**src/rtl/vram_arbiter.sv**
```systemverilog
// Single-port text VRAM arbiter: VGA scanner (fixed priority), CPU req/ack port and a screen-fill engine.
// Optional VRAM_SCROLL_EN adds a one-row scroll-up engine driven by scroll_start.
module vram_arbiter #(
  parameter int ADDR_W = 11,
  parameter int DATA_W = 11,
  parameter int COLS   = 40,
  parameter int DEPTH  = 1200
) (
  input  logic              vga_clk,
  input  logic              rst,
  input  logic              vga_rdn,
  input  logic [ADDR_W-1:0] vga_addr,
  output logic [DATA_W-1:0] vga_data,
  input  logic              cpu_req,
  input  logic              cpu_we,
  input  logic [ADDR_W-1:0] cpu_addr,
  input  logic [DATA_W-1:0] cpu_wdata,
  output logic [DATA_W-1:0] cpu_rdata,
  output logic              cpu_ack,
  input  logic              clr_start,
  input  logic [DATA_W-1:0] clr_data,
  output logic              clr_busy,
`ifdef VRAM_SCROLL_EN
  input  logic              scroll_start,
`endif
  output logic [ADDR_W-1:0] ram_addr,
  output logic [DATA_W-1:0] ram_din,
  output logic              ram_we,
  input  logic [DATA_W-1:0] ram_dout
);

  localparam logic [ADDR_W-1:0] LAST_A  = ADDR_W'(DEPTH - 1);
  localparam logic [ADDR_W-1:0] DEPTH_A = ADDR_W'(DEPTH);
`ifdef VRAM_SCROLL_EN
  localparam logic [ADDR_W-1:0] COLS_A     = ADDR_W'(COLS);
  localparam logic [ADDR_W-1:0] SCR_LAST_A = ADDR_W'(DEPTH - COLS - 1);
`endif

  typedef enum logic [2:0] {
    IDLE,
    FILL
`ifdef VRAM_SCROLL_EN
    , SCR_RD,
    SCR_WR,
    SCR_FILL
`endif
  } state_t;

  state_t            state, state_nxt;
  logic [ADDR_W-1:0] eaddr, eaddr_nxt, eng_addr;
  logic [DATA_W-1:0] fill_word, eng_din;
  logic              eng_we, latch_fill, free, start_any, cpu_grant, in_range;
`ifdef VRAM_SCROLL_EN
  logic [DATA_W-1:0] hold;
  logic              hold_ld;
`endif

  assign vga_data = ram_dout;
  assign clr_busy = (state != IDLE);
  // Reset also blocks every write path so an aborted fill cannot land one more word.
  assign free     = vga_rdn && !rst;
  assign in_range = (cpu_addr < DEPTH_A);
`ifdef VRAM_SCROLL_EN
  assign start_any = clr_start || scroll_start;
`else
  assign start_any = clr_start;
`endif
  assign cpu_grant = free && (state == IDLE) && !start_any && cpu_req && !cpu_ack;

  always_comb begin
    state_nxt  = state;
    eaddr_nxt  = eaddr;
    eng_addr   = eaddr;
    eng_din    = fill_word;
    eng_we     = 1'b0;
    latch_fill = 1'b0;
`ifdef VRAM_SCROLL_EN
    hold_ld    = 1'b0;
`endif
    case (state)
      IDLE: begin
        if (clr_start) begin
          state_nxt  = FILL;
          eaddr_nxt  = '0;
          latch_fill = 1'b1;
        end
`ifdef VRAM_SCROLL_EN
        else if (scroll_start) begin
          state_nxt  = SCR_RD;
          eaddr_nxt  = '0;
          latch_fill = 1'b1;
        end
`endif
      end
      FILL: begin
        if (free) begin
          eng_we = 1'b1;
          if (eaddr == LAST_A) state_nxt = IDLE;
          else                 eaddr_nxt = eaddr + 1'b1;
        end
      end
`ifdef VRAM_SCROLL_EN
      SCR_RD: begin
        eng_addr = eaddr + COLS_A;
        if (free) begin
          hold_ld   = 1'b1;
          state_nxt = SCR_WR;
        end
      end
      SCR_WR: begin
        eng_din = hold;
        if (free) begin
          eng_we    = 1'b1;
          eaddr_nxt = eaddr + 1'b1;
          state_nxt = (eaddr == SCR_LAST_A) ? SCR_FILL : SCR_RD;
        end
      end
      SCR_FILL: begin
        if (free) begin
          eng_we = 1'b1;
          if (eaddr == LAST_A) state_nxt = IDLE;
          else                 eaddr_nxt = eaddr + 1'b1;
        end
      end
`endif
      default: state_nxt = IDLE;
    endcase
  end

  always_comb begin
    ram_addr = '0;
    ram_din  = '0;
    ram_we   = 1'b0;
    if (!vga_rdn) begin
      ram_addr = vga_addr;
    end else if (clr_busy) begin
      ram_addr = eng_addr;
      ram_din  = eng_din;
      ram_we   = eng_we;
    end else if (cpu_grant) begin
      ram_addr = cpu_addr;
      ram_din  = cpu_wdata;
      ram_we   = cpu_we && in_range;
    end
  end

  always_ff @(posedge vga_clk) begin
    if (rst) begin
      state     <= IDLE;
      eaddr     <= '0;
      fill_word <= '0;
      cpu_ack   <= 1'b0;
      cpu_rdata <= '0;
`ifdef VRAM_SCROLL_EN
      hold      <= '0;
`endif
    end else begin
      state   <= state_nxt;
      eaddr   <= eaddr_nxt;
      cpu_ack <= cpu_grant;
      if (latch_fill) fill_word <= clr_data;
      if (cpu_grant && !cpu_we) cpu_rdata <= in_range ? ram_dout : '0;
`ifdef VRAM_SCROLL_EN
      if (hold_ld) hold <= ram_dout;
`endif
    end
  end

endmodule
```
**config.mk**
```make
export PLATFORM = sky130hd
export DESIGN_NAME = vram_arbiter
export DESIGN_NICKNAME = d
export VERILOG_FILES = /design/src/rtl/vram_arbiter.sv
export SDC_FILE = /design/constraint.sdc
export NUM_CORES = 1
export LEC_CHECK = 0
export ABC_AREA = 1
export BUFFER_PORTS_ARGS = -buffer_cell sky130_fd_sc_hd__buf_2
export CORE_MARGIN = 4
export CORE_UTILIZATION = 43
export DETAILED_ROUTE_END_ITERATION = 10
export MAX_ROUTING_LAYER = met4
export PLACE_DENSITY = 0.75
export SLEW_MARGIN = 10
export SYNTH_ARGS = -nofsm -noshare
export SYNTH_HDL_FRONTEND = slang
export SYNTH_SLANG_ARGS = --single-unit
export TNS_END_PERCENT = 20
```
**constraint.sdc**
```tcl
create_clock -name vga_clk -period 3.2 [get_ports vga_clk]
set_clock_uncertainty 0.2 [all_clocks]
set_input_delay 0.16 -clock vga_clk [delete_from_list [all_inputs] [get_ports vga_clk]]
set_output_delay 0.16 -clock vga_clk [all_outputs]
set_load 0.05 [all_outputs]
```
==> results of run 1 <==
## layout make-up
| type | count | area (µm²) |
|---|---|---|
| Inverter | 21 | 78.8 |
| Fill cell | 446 | 1860 |
| Clock inverter | 3 | 43.8 |
| Sequential cell | 35 | 701 |
| Tap cell | 67 | 83.8 |
| Timing Repair Buffer | 133 | 788 |
| Multi-Input combinational cell | 260 | 1220 |
| Clock buffer | 5 | 68.8 |
## stage by stage
stage                     setup slack (ns)  instance area (µm²)  instances  power, mW
after floorplan                      0.447                 2210        348      0.731
after global placement                1.00                 2640        493      0.812
after detailed placement             0.959                 2640        493      0.815
after CTS                            0.555                 2980        524       1.24
after global routing                 0.461                 2980        524       1.30
final                                0.614                 2980        524       1.24
## cells in the mapped netlist, drive strengths merged
cell type | count | area [µm²]
a21o | 1 | 7.51
a21oi | 50 | 284
a31oi | 2 | 12.5
buf | 24 | 183
clkbuf | 8 | 30.0
dfxtp | 35 | 701
ha | 1 | 12.5
inv | 21 | 78.8
nand2 | 78 | 298
nand3 | 32 | 160
nand4 | 3 | 18.8
nor2 | 58 | 228
nor3 | 3 | 20.0
nor3b | 1 | 7.51
o21ai | 28 | 148
o21bai | 2 | 15.0
xor2 | 1 | 8.76
## power breakdown
part | switching [mW] | leakage (nW) | total, mW | internal, mW
registers | 0.0250 | 0.286 | 0.485 | 0.460
logic | 0.234 | 1.07 | 0.345 | 0.111
clock network | 0.178 | 0.0581 | 0.410 | 0.232
## cell families (layout without fill, tap and decap cells)
| logic type | Yosys count | in the layout | share of synthesized area, % |
|---|---|---|---|
| buf+inv | 53 | 162 | 13.2 |
| xor+xnor | 1 | 1 | 0.396 |
| flops | 35 | 35 | 31.7 |
| compound gates | 83 | 83 | 21.1 |
| fa+ha+maj | 1 | 1 | 0.566 |
| simple gates | 175 | 175 | 33.1 |
## flip-flops by register name, indices dropped and copies added, names as in the netlist
name and cells:
eng_din 11, cpu_ack 1, state 1, eaddr 11, cpu_rdata 11
## path summary, 6_finish.rpt
check,to,startpoint,slack [ns]
setup / recovery,ram_addr[10],rst,0.61
hold / removal,cpu_rdata[0]$_SDFFE_PP0P_,cpu_we,0.06
setup reg to reg,eaddr[2]$_SDFFE_PP0P_,state[0]$_SDFFE_PP0P_,0.94
hold reg to reg,eng_din[7]$_SDFFE_PP0P_,eng_din[7]$_SDFFE_PP0P_,0.32
## repair_timing
item	in CTS	in global routing
gates resized for setup	0	0
hold endpoints to repair	27	0
hold buffers	23	0
endpoints found under the setup margin	0	0
## worst max-delay path, cell delays in order
cell and delay [ns]:
sky130_fd_sc_hd__dlygate4sd3_1 0.53, sky130_fd_sc_hd__buf_2 0.17, sky130_fd_sc_hd__inv_2 0.06, sky130_fd_sc_hd__nand2_1 0.07, sky130_fd_sc_hd__nor3_2 0.11, sky130_fd_sc_hd__nand2_1 0.14, sky130_fd_sc_hd__inv_2 0.34, sky130_fd_sc_hd__nand2_1 0.11
sky130_fd_sc_hd__a21oi_1 0.22, sky130_fd_sc_hd__buf_2 0.30
## routing by layer
layer	track usage (%)	vias to the layer above
li1	-	1340
met1	28.6	1203
met2	36.0	91
met3	4.18	10
met4	5.84	0
met5	-	-
==> impl_metrics.xml, run 1 <==
<?xml version="1.0" encoding="UTF-8"?>
<metrics>
  <group name="synth">
    <metric name="post_synth_inst_count" unit="">348</metric>
    <metric name="post_synthesis_register_bit_count" unit="">35</metric>
    <metric name="synth_fp_nets" unit="">410</metric>
    <metric name="netlist-cell-type-count" unit="">27</metric>
    <metric name="synth_warnings" unit="">0</metric>
    <metric name="avgSynthCellArea" unit="µm²">6.36</metric>
    <metric name="synthesis.area" unit="mm²">0.00221</metric>
    <metric name="part_of_the_yosys_area_used_for_sequential_elements" unit="%">31.7</metric>
  </group>
  <group name="power">
    <metric name="cellPowerDensity" unit="mW/mm²">416</metric>
    <metric name="power.static_leakage" unit="nW">1.42</metric>
    <metric name="vdd.ir_drop.worst" unit="mV">0.475</metric>
  </group>
  <group name="grt">
    <metric name="grt_antenna_before_repair" unit="">0</metric>
    <metric name="grt_pass1_vias" unit="">2415</metric>
    <metric name="grt_overflow_total" unit="">0</metric>
    <metric name="grt_max_degree" unit="">30</metric>
    <metric name="grt_pass1_wl" unit="µm">11100</metric>
    <metric name="grt_use_total" unit="%">22.3</metric>
  </group>
  <group name="die">
    <metric name="floorplan.rows" unit="">25</metric>
    <metric name="dieArea" unit="mm²">0.00636</metric>
    <metric name="overall_die_width" unit="µm">79.7</metric>
    <metric name="io-pin-count" unit="">108</metric>
    <metric name="area_of_the_core_region" unit="mm²">0.00485</metric>
    <metric name="start_util" unit="%">45.6</metric>
    <metric name="die_y" unit="µm">79.7</metric>
  </group>
  <group name="route">
    <metric name="via_count" unit="">2644</metric>
    <metric name="post_detailed_routing_wire_length" unit="µm">6920</metric>
    <metric name="met3WireLength" unit="µm">407</metric>
    <metric name="dr.max_layer_used" unit="">met4</metric>
    <metric name="via_per_inst" unit="">5.05</metric>
    <metric name="drcViolationCount" unit="">0</metric>
    <metric name="first_pass_iters" unit="">5</metric>
    <metric name="dr_wl_met2" unit="µm">3330</metric>
    <metric name="routedWlPerCell" unit="µm">13.2</metric>
    <metric name="ant_nets" unit="">0</metric>
    <metric name="wirelength_met1" unit="µm">3090</metric>
    <metric name="dr.first_iter.drc_count" unit="">206</metric>
  </group>
  <group name="status">
    <metric name="run_status" unit="">completed</metric>
  </group>
  <group name="clocking">
    <metric name="cts_max_path_buffers" unit="">2</metric>
    <metric name="clock_sinks" unit="">35</metric>
    <metric name="clk_transition_reported_paths" unit="ns">0.08</metric>
    <metric name="cts_tree" unit="">yes</metric>
    <metric name="ctsHtreeMaxLevel" unit="">2</metric>
    <metric name="cts_buffers" unit="">5</metric>
    <metric name="postCtsSetupBuffers" unit="">0</metric>
    <metric name="cts_root_buffer" unit="">sky130_fd_sc_hd__clkbuf_8</metric>
    <metric name="worst_skew_pair.late_latency" unit="ns">0.29</metric>
  </group>
  <group name="cells_and_area">
    <metric name="layout.cells.most_common_list" unit="">107 x sky130_fd_sc_hd__buf_2, 76 x sky130_fd_sc_hd__nand2_1, 56 x sky130_fd_sc_hd__nor2_1</metric>
    <metric name="final_nets" unit="">518</metric>
    <metric name="layout.cells.most_common" unit="">sky130_fd_sc_hd__buf_2</metric>
    <metric name="postLayoutCoreUtil" unit="%">61.5</metric>
    <metric name="num_antenna_cells" unit="">0</metric>
    <metric name="post_route_cells_drive_above_1_share" unit="%">30.2</metric>
    <metric name="flow.area_growth_from_synthesis" unit="%">34.9</metric>
  </group>
  <group name="timing">
    <metric name="rsz0062_at_grt" unit="">false</metric>
    <metric name="final.setup.tns" unit="ns">0</metric>
    <metric name="worst_slew_margin_rel" unit="%">55.3</metric>
    <metric name="max_freq" unit="MHz">387</metric>
    <metric name="final_setup_violation_count" unit="">0</metric>
    <metric name="max_slew_violations" unit="">0</metric>
    <metric name="fin_crit" unit="ns">2.59</metric>
    <metric name="timing.final.crit_share" unit="%">80.8</metric>
    <metric name="finalHoldViolations" unit="">0</metric>
    <metric name="whs" unit="ns">0.0633</metric>
    <metric name="worst_slew_pin_slew" unit="ns">0.670</metric>
  </group>
  <group name="placed_design">
    <metric name="io_buffer_count" unit="">107</metric>
    <metric name="place.detailed.hpwl" unit="µm">4800</metric>
    <metric name="routabilityCongestion" unit="">0.848</metric>
  </group>
  <group name="critical_path">
    <metric name="worstSetupPathType" unit="">input port to primary output</metric>
    <metric name="worst_r2r_path_depth" unit="">5</metric>
    <metric name="timing.critical_path.required" unit="ns">2.84</metric>
    <metric name="timing.critical_path.arrival" unit="ns">2.23</metric>
    <metric name="maximum_fanout_along_the_worst_path" unit="">24</metric>
    <metric name="start_kind" unit="">input port</metric>
    <metric name="crit_path_end_kind" unit="">primary output</metric>
  </group>
  <group name="run">
    <metric name="cap_viol_max_count" unit="">0</metric>
  </group>
  <group name="worst_hold_path">
    <metric name="worst_hold_path.num_cells" unit="">3</metric>
    <metric name="hold_path_class" unit="">input port to flop</metric>
  </group>
</metrics>
No activity file was read; power rests on OpenSTA's default activity.
==> run 2: changes to the inputs <==
==> constraint.sdc (replaced) <==
create_clock -name vga_clk -period 2.62 [get_ports vga_clk]
set_clock_uncertainty 0.2 [all_clocks]
set_input_delay 0.131 -clock vga_clk [delete_from_list [all_inputs] [get_ports vga_clk]]
set_output_delay 0.131 -clock vga_clk [all_outputs]
set_load 0.05 [all_outputs]
==> run 2 against run 1 <==
Compared with the run above: clock power is 3% lower; largest power group unchanged; highest routed layer unchanged; cell area is 0.29% lower; critical path depth stayed put; critical endpoint is now ram_we; critical path type unchanged; sequential cell count stayed put; via count is 0.11% higher; register-to-register slack worse by 0.51 ns.
==> impl_metrics.xml, run 2 (synthesis gave the netlist of run 1 again) <==
<?xml version="1.0" encoding="UTF-8"?>
<metrics>
  <group name="clocking">
    <metric name="cts_tree" unit="">yes</metric>
    <metric name="cts_buffers" unit="">5</metric>
    <metric name="ctsHtreeMaxLevel" unit="">2</metric>
    <metric name="cts_max_path_buffers" unit="">2</metric>
    <metric name="clock_sinks" unit="">35</metric>
    <metric name="clk_transition_reported_paths" unit="ns">0.07</metric>
    <metric name="worst_skew_pair.late_latency" unit="ns">0.29</metric>
    <metric name="cts_root_buffer" unit="">sky130_fd_sc_hd__clkbuf_8</metric>
  </group>
  <group name="power">
    <metric name="cellPowerDensity" unit="mW/mm²">475</metric>
    <metric name="vdd.ir_drop.worst" unit="mV">0.250</metric>
    <metric name="power.static_leakage" unit="nW">1.41</metric>
  </group>
  <group name="critical_path">
    <metric name="critPathTopFamily" unit="">buffers and inverters</metric>
    <metric name="crit_path_end_kind" unit="">primary output</metric>
    <metric name="start_kind" unit="">input port</metric>
    <metric name="critical-path-max-stage-delay" unit="ns">0.53</metric>
    <metric name="worstSetupPathType" unit="">input port to primary output</metric>
    <metric name="critical-path-slowest-cell" unit="">sky130_fd_sc_hd__dlygate4sd3_1</metric>
    <metric name="timing.critical_path.required" unit="ns">2.29</metric>
    <metric name="maximum_fanout_along_the_worst_path" unit="">24</metric>
    <metric name="timing.critical_path.arrival" unit="ns">2.16</metric>
    <metric name="path_buf_inv" unit="">5</metric>
    <metric name="timing.critical_path.cells" unit="">dlygate4sd3_1 -&gt; buf_2 -&gt; inv_2 -&gt; nand2_1 -&gt; nor3_2 -&gt; nand2_1 -&gt; clkinv_2 -&gt; nand4_1 -&gt; a21oi_1 -&gt; buf_2</metric>
  </group>
  <group name="cells_and_area">
    <metric name="finalNonFillerCells" unit="">525</metric>
    <metric name="post_route_cells_drive_above_1_share" unit="%">30.3</metric>
    <metric name="layout.cells.most_common" unit="">sky130_fd_sc_hd__buf_2</metric>
    <metric name="flow.area_growth_from_synthesis" unit="%">34.5</metric>
    <metric name="num_antenna_cells" unit="">0</metric>
    <metric name="final_nets" unit="">520</metric>
    <metric name="final_cell_area" unit="mm²">0.00298</metric>
    <metric name="postLayoutCoreUtil" unit="%">61.4</metric>
    <metric name="layout.cells.most_common_list" unit="">107 x sky130_fd_sc_hd__buf_2, 76 x sky130_fd_sc_hd__nand2_1, 56 x sky130_fd_sc_hd__nor2_1</metric>
    <metric name="filler_cell_count" unit="">421</metric>
  </group>
  <group name="worst_hold_path">
    <metric name="hold_path_class" unit="">input port to flop</metric>
  </group>
  <group name="grt">
    <metric name="grt_antenna_before_repair" unit="">0</metric>
    <metric name="grt_overflow_total" unit="">0</metric>
    <metric name="grt_pass1_wl" unit="µm">11500</metric>
    <metric name="grt_pass1_vias" unit="">2508</metric>
    <metric name="grt_use_total" unit="%">23.5</metric>
    <metric name="grt_max_degree" unit="">30</metric>
  </group>
  <group name="timing">
    <metric name="finalHoldViolations" unit="">0</metric>
    <metric name="worst_slew_pin_slew" unit="ns">0.654</metric>
    <metric name="final_setup_violation_count" unit="">0</metric>
    <metric name="timing.final.crit_share" unit="%">95.1</metric>
    <metric name="rsz0062_at_grt" unit="">false</metric>
    <metric name="max_slew_violations" unit="">0</metric>
    <metric name="fin_crit" unit="ns">2.49</metric>
    <metric name="max_freq" unit="MHz">401</metric>
    <metric name="worst_slew_margin_rel" unit="%">56.4</metric>
    <metric name="whs" unit="ns">0.0354</metric>
    <metric name="final.setup.tns" unit="ns">0</metric>
  </group>
  <group name="die">
    <metric name="dieArea" unit="mm²">0.00636</metric>
    <metric name="overall_die_width" unit="µm">79.7</metric>
    <metric name="die_y" unit="µm">79.7</metric>
    <metric name="io-pin-count" unit="">108</metric>
    <metric name="start_util" unit="%">45.6</metric>
    <metric name="area_of_the_core_region" unit="mm²">0.00485</metric>
    <metric name="floorplan.rows" unit="">25</metric>
  </group>
  <group name="route">
    <metric name="post_detailed_routing_wire_length" unit="µm">7060</metric>
    <metric name="dr.first_iter.drc_count" unit="">193</metric>
    <metric name="routedWlPerCell" unit="µm">13.4</metric>
    <metric name="via_per_inst" unit="">5.04</metric>
    <metric name="via_count" unit="">2647</metric>
    <metric name="ant_nets" unit="">0</metric>
    <metric name="first_pass_iters" unit="">4</metric>
    <metric name="drcViolationCount" unit="">0</metric>
  </group>
  <group name="placed_design">
    <metric name="io_buffer_count" unit="">107</metric>
    <metric name="place_inst" unit="">495</metric>
    <metric name="routabilityCongestion" unit="">0.889</metric>
    <metric name="place.detailed.hpwl" unit="µm">4840</metric>
    <metric name="placedInstanceArea" unit="mm²">0.00266</metric>
  </group>
  <group name="status">
    <metric name="run_status" unit="">completed</metric>
  </group>
  <group name="run">
    <metric name="cap_viol_max_count" unit="">0</metric>
  </group>
</metrics>
[run 2: per-stage QoR]
| step | power, mW | worst slack, ns |
|---|---|---|
| finish | 1.41 | 0.129 |
| global route | 1.48 | 0.0163 |
| CTS | 1.42 | 0.0656 |
| detailed placement | 0.996 | 0.472 |
| global placement | 0.993 | 0.531 |
| floorplan | 0.893 | 0.154 |
[run 2: power breakdown]
| group | internal (mW) | leakage [nW] | total [mW] | switching (mW) |
|---|---|---|---|---|
| registers | 0.563 | 0.286 | 0.588 | 0.0248 |
| clock network | 0.206 | 0.0470 | 0.398 | 0.192 |
| logic | 0.138 | 1.08 | 0.429 | 0.291 |
[run 2: metal layers]
| layer | wire (µm) | vias to the layer above | global-route usage (%) |
|---|---|---|---|
| met3 | 567 | 9 | 7.00 |
| met4 | 98 | 0 | 6.70 |
| li1 | - | 1346 | - |
| met5 | 0 | - | - |
| met2 | 3520 | 95 | 38.8 |
| met1 | 2870 | 1197 | 27.6 |
[run 2: final cells by class]
cell class / instances / area (µm²) / area share, %
inverters: 21 / 80.1 / 2.69
multi-input cells: 260 / 1220 / 41.0
clock buffers: 6 / 82.6 / 2.78
repair buffers: 135 / 803 / 27.0
clock inverters: 1 / 5.00 / 0.168
flip-flops and latches: 35 / 701 / 23.5
well taps: 67 / 83.8 / 2.82
[run 2: worst min-delay path: stages]
cell,delay [ns]
sky130_fd_sc_hd__buf_2,0.11
sky130_fd_sc_hd__nor2_4,0.11
sky130_fd_sc_hd__a21oi_2,0.13
[run 2: worst paths after layout]
check	start	end	slack, ns	depth (start not counted)
worst max-delay path	rst	ram_we	0.13	10
worst min-delay path	cpu_we	cpu_rdata[6]$_SDFFE_PP0P_	0.04	3
worst max register to register	state[0]$_SDFFE_PP0P_	eaddr[7]$_SDFFE_PP0P_	0.43	7
worst min register to register	eaddr[4]$_SDFFE_PP0P_	eaddr[4]$_SDFFE_PP0P_	0.32	2
[run 2: repair_timing]
action,CTS,global route
endpoints found under the hold margin,27,0
setup endpoints to repair,0,3
gates resized for setup,0,1
hold buffers,23,0
setup buffers,0,0
